### src/rtl/max7219_pkg.sv
// Shared MAX7219 constants: register addresses, frame geometry and receiver FSM encoding.
package max7219_pkg;

    localparam int FRAME_BITS = 16;
    localparam int CNT_W      = $clog2(FRAME_BITS + 1);

    localparam logic [3:0] ADDR_NOOP   = 4'h0;
    localparam logic [3:0] ADDR_DIG0   = 4'h1;
    localparam logic [3:0] ADDR_DIG1   = 4'h2;
    localparam logic [3:0] ADDR_DIG2   = 4'h3;
    localparam logic [3:0] ADDR_DIG3   = 4'h4;
    localparam logic [3:0] ADDR_DIG4   = 4'h5;
    localparam logic [3:0] ADDR_DIG5   = 4'h6;
    localparam logic [3:0] ADDR_DIG6   = 4'h7;
    localparam logic [3:0] ADDR_DIG7   = 4'h8;
    localparam logic [3:0] ADDR_DECODE = 4'h9;
    localparam logic [3:0] ADDR_INTENS = 4'hA;
    localparam logic [3:0] ADDR_SCAN   = 4'hB;
    localparam logic [3:0] ADDR_SHDN   = 4'hC;
    localparam logic [3:0] ADDR_TEST   = 4'hF;

    typedef enum logic [1:0] {
        ST_IDLE  = 2'd0,
        ST_SHIFT = 2'd1,
        ST_LATCH = 2'd2
    } state_t;

    // Low 12 bits of a frame; D15:D12 are don't-care on the device.
    typedef struct packed {
        logic [3:0] addr;
        logic [7:0] data;
    } frame_t;

endpackage

### src/rtl/max7219_rx_if.sv
// MAX7219 serial bus: the driver side is master, the receiver/monitor is slave.
interface max7219_rx_if;

    logic max7219_din;
    logic max7219_ncs;
    logic max7219_clk;
    logic max7219_dout;

    modport master (
        output max7219_din,
        output max7219_ncs,
        output max7219_clk,
        input  max7219_dout
    );

    modport slave (
        input  max7219_din,
        input  max7219_ncs,
        input  max7219_clk,
        output max7219_dout
    );

endinterface

### src/rtl/max7219_edge_sync.sv
// Multi-flop synchronizer for one asynchronous pin plus single-cycle rise/fall pulses.
module max7219_edge_sync #(
    parameter int SYNC_STAGES = 2
) (
    input  logic clk,
    input  logic rst_n,
    input  logic pin,
    output logic level,
    output logic rise,
    output logic fall
);

    // Stages [SYNC_STAGES-1:0] synchronize; the top bit is the one-cycle delay for edge detection.
    logic [SYNC_STAGES:0] sync_q;

    // NOTE: non-blocking assignments so every stage samples the previous stage's old value.
    always_ff @(posedge clk) begin
        if (!rst_n) begin
            sync_q <= '0;
        end else begin
            sync_q <= {sync_q[SYNC_STAGES-1:0], pin};
        end
    end

    assign level = sync_q[SYNC_STAGES-1];
    assign rise  = sync_q[SYNC_STAGES-1] & ~sync_q[SYNC_STAGES];
    assign fall  = ~sync_q[SYNC_STAGES-1] & sync_q[SYNC_STAGES];

endmodule

### src/rtl/max7219_rx.sv
// MAX7219 receive-side shadow: assembles 16-bit frames and decodes them into the register file.
// Optional daisy-chain output enabled by defining MAX7219_RX_DOUT_EN.
module max7219_rx
    import max7219_pkg::*;
#(
    parameter int         SYNC_STAGES = 2,   // must be at least 2
    parameter logic [7:0] ROW_RESET   = 8'h00
) (
    input  logic         Clk_System,
    input  logic         lowRst_System,
    max7219_rx_if.slave  bus,
    output logic [7:0]   row0,
    output logic [7:0]   row1,
    output logic [7:0]   row2,
    output logic [7:0]   row3,
    output logic [7:0]   row4,
    output logic [7:0]   row5,
    output logic [7:0]   row6,
    output logic [7:0]   row7,
    output logic [7:0]   decode_mode,
    output logic [3:0]   intensity,
    output logic [2:0]   scan_limit,
    output logic         shutdown_n,
    output logic         disp_test,
    output logic         frame_valid,
    output logic [3:0]   frame_addr,
    output logic         frame_err
);

    logic din_s, din_rise, din_fall;
    logic ncs_s, ncs_rise, ncs_fall;
    logic sclk_s, sclk_rise, sclk_fall;
    logic unused_sync;

    max7219_edge_sync #(.SYNC_STAGES(SYNC_STAGES)) u_sync_din (
        .clk(Clk_System), .rst_n(lowRst_System), .pin(bus.max7219_din),
        .level(din_s), .rise(din_rise), .fall(din_fall)
    );

    max7219_edge_sync #(.SYNC_STAGES(SYNC_STAGES)) u_sync_ncs (
        .clk(Clk_System), .rst_n(lowRst_System), .pin(bus.max7219_ncs),
        .level(ncs_s), .rise(ncs_rise), .fall(ncs_fall)
    );

    max7219_edge_sync #(.SYNC_STAGES(SYNC_STAGES)) u_sync_clk (
        .clk(Clk_System), .rst_n(lowRst_System), .pin(bus.max7219_clk),
        .level(sclk_s), .rise(sclk_rise), .fall(sclk_fall)
    );

    state_t                 state, state_next;
    logic                   start_frame, shift_en, latch_en;
    logic [FRAME_BITS-1:0]  shreg;
    logic [CNT_W-1:0]       bit_cnt;
    logic [7:0]             rows_q [8];
    frame_t                 frame;

    assign frame = frame_t'(shreg[11:0]);

    always_ff @(posedge Clk_System) begin
        if (!lowRst_System) state <= ST_IDLE;
        else                state <= state_next;
    end

    // NOTE: every output is given a default first so no path through the case infers a latch.
    always_comb begin
        state_next  = state;
        start_frame = 1'b0;
        shift_en    = 1'b0;
        latch_en    = 1'b0;
        case (state)
            ST_IDLE: begin
                if (ncs_fall) begin
                    state_next  = ST_SHIFT;
                    start_frame = 1'b1;
                end
            end
            ST_SHIFT: begin
                // A CLK edge in the same cycle as the nCS rise sees ncs_s high and is dropped.
                shift_en = sclk_rise & ~ncs_s;
                if (ncs_rise) state_next = ST_LATCH;
            end
            ST_LATCH: begin
                latch_en   = 1'b1;
                state_next = ST_IDLE;
            end
            default: state_next = ST_IDLE;
        endcase
    end

    // NOTE: the register file is reset element by element; its contents are live outputs.
    always_ff @(posedge Clk_System) begin
        if (!lowRst_System) begin
            shreg       <= '0;
            bit_cnt     <= '0;
            for (int i = 0; i < 8; i++) rows_q[i] <= ROW_RESET;
            decode_mode <= '0;
            intensity   <= '0;
            scan_limit  <= '0;
            shutdown_n  <= 1'b0;
            disp_test   <= 1'b0;
            frame_addr  <= ADDR_NOOP;
            frame_valid <= 1'b0;
            frame_err   <= 1'b0;
        end else begin
            frame_valid <= 1'b0;
            frame_err   <= 1'b0;
            if (start_frame) bit_cnt <= '0;
            if (shift_en) begin
                shreg <= {shreg[FRAME_BITS-2:0], din_s};
                if (bit_cnt != CNT_W'(FRAME_BITS)) bit_cnt <= bit_cnt + CNT_W'(1);
            end
            if (latch_en) begin
                if (bit_cnt == CNT_W'(FRAME_BITS)) begin
                    frame_valid <= 1'b1;
                    frame_addr  <= frame.addr;
                    case (frame.addr)
                        ADDR_DECODE: decode_mode <= frame.data;
                        ADDR_INTENS: intensity   <= frame.data[3:0];
                        ADDR_SCAN:   scan_limit  <= frame.data[2:0];
                        ADDR_SHDN:   shutdown_n  <= frame.data[0];
                        ADDR_TEST:   disp_test   <= frame.data[0];
                        default: begin
                            for (int i = 0; i < 8; i++) begin
                                if (frame.addr == ADDR_DIG0 + 4'(i)) rows_q[i] <= frame.data;
                            end
                        end
                    endcase
                end else if (bit_cnt != '0) begin
                    frame_err <= 1'b1;
                end
            end
        end
    end

    assign row0 = rows_q[0];
    assign row1 = rows_q[1];
    assign row2 = rows_q[2];
    assign row3 = rows_q[3];
    assign row4 = rows_q[4];
    assign row5 = rows_q[5];
    assign row6 = rows_q[6];
    assign row7 = rows_q[7];

`ifdef MAX7219_RX_DOUT_EN
    // Device behaviour: the bit leaving the shift register appears on DOUT at the CLK falling edge.
    logic dout_q;

    always_ff @(posedge Clk_System) begin
        if (!lowRst_System) begin
            dout_q <= 1'b0;
        end else if (state == ST_SHIFT && sclk_fall && !ncs_s) begin
            dout_q <= shreg[FRAME_BITS-1];
        end
    end

    assign bus.max7219_dout = dout_q;
    assign unused_sync      = ^{din_rise, din_fall, sclk_s};
`else
    assign bus.max7219_dout = 1'b0;
    assign unused_sync      = ^{din_rise, din_fall, sclk_s, sclk_fall, shreg[FRAME_BITS-1]};
`endif

endmodule

### src/flat_wrapper.sv
// flat-port wrapper written by rule: the top's interface ports become plain ports
module max7219_rx_flat import max7219_pkg::*;
#(
    parameter int         SYNC_STAGES = 2,                        
    parameter logic [7:0] ROW_RESET   = 8'h00
)
  (Clk_System, lowRst_System, row0, row1, row2, row3, row4, row5, row6, row7, decode_mode, intensity, scan_limit, shutdown_n, disp_test, frame_valid, frame_addr, frame_err, bus_max7219_din, bus_max7219_ncs, bus_max7219_clk, bus_max7219_dout);
  max7219_rx_if bus_i ();
  input  logic Clk_System;
  input  logic lowRst_System;
  output logic [7:0] row0;
  output logic [7:0] row1;
  output logic [7:0] row2;
  output logic [7:0] row3;
  output logic [7:0] row4;
  output logic [7:0] row5;
  output logic [7:0] row6;
  output logic [7:0] row7;
  output logic [7:0] decode_mode;
  output logic [3:0] intensity;
  output logic [2:0] scan_limit;
  output logic shutdown_n;
  output logic disp_test;
  output logic frame_valid;
  output logic [3:0] frame_addr;
  output logic frame_err;
  input wire logic [$bits(bus_i.max7219_din)-1:0] bus_max7219_din;
  input wire logic [$bits(bus_i.max7219_ncs)-1:0] bus_max7219_ncs;
  input wire logic [$bits(bus_i.max7219_clk)-1:0] bus_max7219_clk;
  output wire logic [$bits(bus_i.max7219_dout)-1:0] bus_max7219_dout;
  assign bus_i.max7219_din = bus_max7219_din;
  assign bus_i.max7219_ncs = bus_max7219_ncs;
  assign bus_i.max7219_clk = bus_max7219_clk;
  assign bus_max7219_dout = bus_i.max7219_dout;
  max7219_rx #(.SYNC_STAGES(SYNC_STAGES), .ROW_RESET(ROW_RESET)) u_core (.Clk_System(Clk_System), .lowRst_System(lowRst_System), .bus(bus_i), .row0(row0), .row1(row1), .row2(row2), .row3(row3), .row4(row4), .row5(row5), .row6(row6), .row7(row7), .decode_mode(decode_mode), .intensity(intensity), .scan_limit(scan_limit), .shutdown_n(shutdown_n), .disp_test(disp_test), .frame_valid(frame_valid), .frame_addr(frame_addr), .frame_err(frame_err));
endmodule
### config.mk
export PLATFORM = sky130hd
export DESIGN_NAME = max7219_rx_flat
export DESIGN_NICKNAME = d
export VERILOG_FILES = /design/src/rtl/max7219_pkg.sv /design/src/rtl/max7219_rx_if.sv /design/src/rtl/max7219_edge_sync.sv /design/src/rtl/max7219_rx.sv /design/src/flat_wrapper.sv
export SDC_FILE = /design/constraint.sdc
export NUM_CORES = 1
export LEC_CHECK = 0
export ABC_AREA = 1
export BUFFER_PORTS_ARGS = -buffer_cell sky130_fd_sc_hd__buf_2
export CAP_MARGIN = 20
export CORE_MARGIN = 4
export CORE_UTILIZATION = 25
export DETAILED_ROUTE_END_ITERATION = 6
export HOLD_SLACK_MARGIN = 0.03
export PLACE_DENSITY = 0.43
export SETUP_SLACK_MARGIN = 0.2
export SKIP_LAST_GASP = 1
export SLEW_MARGIN = 0
export SYNTH_ARGS = -nofsm -noshare
export SYNTH_HDL_FRONTEND = slang
export SYNTH_SLANG_ARGS = --single-unit
### constraint.sdc
create_clock -name Clk_System -period 5.25 [get_ports Clk_System]
set_clock_uncertainty 0.05 [all_clocks]
set_input_delay 0.2625 -clock Clk_System [delete_from_list [all_inputs] [get_ports Clk_System]]
set_output_delay 0.2625 -clock Clk_System [all_outputs]
set_load 0.02 [all_outputs]
==> qor.yml <==
status:
  status: "finished clean"
drt:
  wl_per_cell_um: 13.7
  vias: 3233
  post-route-drc-count: 0
  dr.pass1.iters: 4
  drtIter0Drc: 195
  final_antenna_net_count: 0
  routed_via_density: 4.14
  wl_um: 10700
run:
  drv_cap: 0
clock_tree:
  clockBufferDepth: 2
  clock-sinks: 114
  cts_root_buf: "clkbuf_16"
  cts_made_buffers: 17
  clk_pin_slew_ns: 0.05
  clk_latency_ns: 0.41
  cts_tree: "yes"
  cts_setup_buffers: 0
  cts_resized: 0
  htreeDepth: 4
synth:
  synthFlopType: "edfxtp_1"
  synth_top_family_by_area: "simple AND/OR/NAND/NOR gates"
  synth-seq-cells: 114
  synth_nets: 451
  synth.yosys.seq_area_share_pct: 65.8
  synth_compound_area_share_pct: 4.73
  synth_top_area_share_pct: 43.3
  synthTopCellsByArea: "edfxtp_1 (43%), dfxtp_1 (23%), nor2_1 (6.5%)"
  ys_types: 27
  yosysMostFrequentCell: "nor2_1"
  muxShareOfSynthArea_pct: 0
  synthArstFlopShare_pct: 0
  synthAdderAreaFrac_pct: 0.564
  yosys_warnings: 0
  yosys.area_share.simple_pct: 20.5
  synth_edf_count: 64
  synth.avg_cell_area_um2: 10.0
  synth_commonest_cells: "nor2_1 (77), nand2_1 (74), inv_1 (72)"
  yosysTopAreaCell: "edfxtp_1"
  synth_area_um2: 4440
  synthCells: 444
  synthXorXnorAreaFrac_pct: 0
timing:
  fmax_ghz: 0.398
  hold_viol_final: 0
  min_period_over_period_pct: 47.8
  rsz0062_at_grt: "no"
  finalSetupTns_ns: 0
  setup_viol: 0
  relSlewSlack_pct: 33.1
  tightestPinTransition_ns: 0.999
  hold_slack_ns: 0.180
  min_period_ns: 2.51
  finalMaxSlewViolations: 0
pwr:
  power_density_nw_per_um2: 399
  p_switching_uw: 474
  vdd_ir_drop_max_v: 0.000215
  power_frac_clock_pct: 54.0
  pwr-share-comb_pct: 3.6
  leakagePower_uw: 0.00246
  p_int_uw: 1830
  swShare_pct: 20.6
  p_seq_share_pct: 42.3
grt:
  first_global_vias: 3161
  grt_antenna_before_repair: 0
  track_usage_pct: 11.3
  grt_overflow: 0
  grt_max_degree: 47
  grt_pass1_wl_um: 17200
setup_path:
  path_max_fanout: 29
  end_kind: "register"
  path_delay_family: "simple AND/OR/NAND/NOR gates"
  cp_slowest_stage_delay_ns: 0.56
  rr_endpoint: "u_core.rows_q[1][4]"
  crit_required_ns: 5.28
  critPathKind: "register to register"
  endpoint: "u_core.rows_q[1][4]"
  cp_num_buf_inv: 1
  reg2reg_from: "u_core.bit_cnt[0]"
  startpoint: "u_core.bit_cnt[0]"
  rr_worst_depth: 8
  cp-start-kind: "register"
  crit_path_top_delay_cell: "nor2_4"
  path_cells: "inv_1, ha_1, nand2_2, nor2_4, nand2_4, nor2_4, nand2_4, nand2_1"
  cp_data_arrival_time_ns: 2.54
  worst-path-stages: 8
  reg2reg_slack_ns: 2.74
layout:
  fin_area_um2: 5760
  register_area_um2: 2920
  nets: 550
  fill_cells: 1783
  multi_input_area_um2: 1150
  syn_to_final_growth_pct: 29.8
  fin_cells: 781
  antenna_cells: 0
  final_layout_size_suffix_gt1_share_pct: 25.0
floorplan:
  die_w_um: 141
  initial_core_util_pct: 25.6
  die-area_um2: 20000
  ios: 93
  rows: 48
  die_h_um: 141
  core_region_area_um2: 17400
min_path:
  hp-class: "input pin to register"
placed_design:
  placement.io_buffers: 91
  gp_congestion: 0.695
  dp_hpwl_um: 7480
  place_area_um2: 5090
  placed_cells: 746
-- how the worst min path moves through the flow --
| stage | startpoint | end | cells past startpoint |
|---|---|---|---|
| 6_report | lowRst_System | u_core.u_sync_ncs.sync_q[0] | 3 |
| 5_1_grt | lowRst_System | u_core.u_sync_clk.sync_q[2] | 3 |
| 4_1_cts | lowRst_System | u_core.u_sync_clk.sync_q[0] | 3 |
| 3_5_place_dp | u_core.u_sync_ncs.sync_q[0] | u_core.u_sync_ncs.sync_q[1] | 2 |
| 3_3_place_gp | u_core.u_sync_ncs.sync_q[0] | u_core.u_sync_ncs.sync_q[1] | 2 |
| 2_1_floorplan | bus_max7219_clk | u_core.u_sync_clk.sync_q[0] | 2 |
-- what timing repair did --
action	in CTS	in global routing
endpoints found under the hold margin	3	0
hold buffers	3	0
endpoints found under the setup margin	0	0
-- worst reg2reg max path, delay by kind of cell, from the launching register on --
family	cells	cell delay, ns
AND/OR/NAND/NOR	6	1.48
adder cells (fa/ha/maj)	1	0.21
flip-flops	1	0.33
buffers and inverters	1	0.11
-- cells by family after synthesis --
family / count (synthesis)
AND/OR/NAND/NOR: 199
flip-flops: 114
buffers and inverters: 88
AO/OA/AOI/OAI: 40
adder cells (fa/ha/maj): 2
other: 1
-- per-stage QoR --
stage	utilization (%)	total power [uW]	setup WS, ns
final	33.2	2300	2.74
after global routing	33.2	2390	2.52
after CTS	33.2	2330	2.73
after detailed placement	29.3	1080	2.74
after global placement	29.3	1080	2.83
after floorplan	-	1050	3.52
-- flip-flops by register name, indices dropped and copies added (netlist names), 2 cells and up --
name	count
u_core.shreg	12
u_core.decode_mode	8
u_core.bit_cnt	5
u_core.state	2
u_core.frame_addr	4
u_core.rows_q	64
u_core.u_sync_din.sync_q	2
u_core.intensity	4
u_core.u_sync_clk.sync_q	3
u_core.scan_limit	3
u_core.u_sync_ncs.sync_q	3
-- final cells by class --
cell class / count / area share [%]
clock inverters: 14 / 3.67
multi-input cells: 242 / 20.0
repair buffers: 95 / 8.55
well taps: 225 / 4.88
inverters: 73 / 4.75
clock buffers: 18 / 7.45
flip-flops and latches: 114 / 50.7
-- per-layer routing --
metal	routed length [um]	track usage (%)	vias up
met5	0	0	-
li1	-	-	1632
met1	4670	13.5	1466
met3	921	4.68	21
met4	190	4.95	0
met2	4950	17.9	114
-- power groups by stage --
stage	clock network, uW	logic, uW	registers, uW
floorplan	0	25.3	1020
global placement	0	83.0	993
detailed placement	0	83.6	993
CTS	1270	85.4	974
global route	1320	91.2	976
finish	1240	83.6	974
-- cells in the final DEF (no fill, tap or decap), drive strengths merged --
cell type / n
clkbuf: 18
clkinvlp: 4
conb: 1
o21bai: 1
a21oi: 22
dfxtp: 50
nor2: 83
edfxtp: 64
bufinv: 5
nand2: 82
nor3: 1
dlygate4sd3: 3
inv: 73
buf: 92
clkinv: 5
nand4: 20
o21a: 1
o21ai: 15
o211a: 1
ha: 2
nand3: 13
No activity file was read; power rests on OpenSTA's default activity.
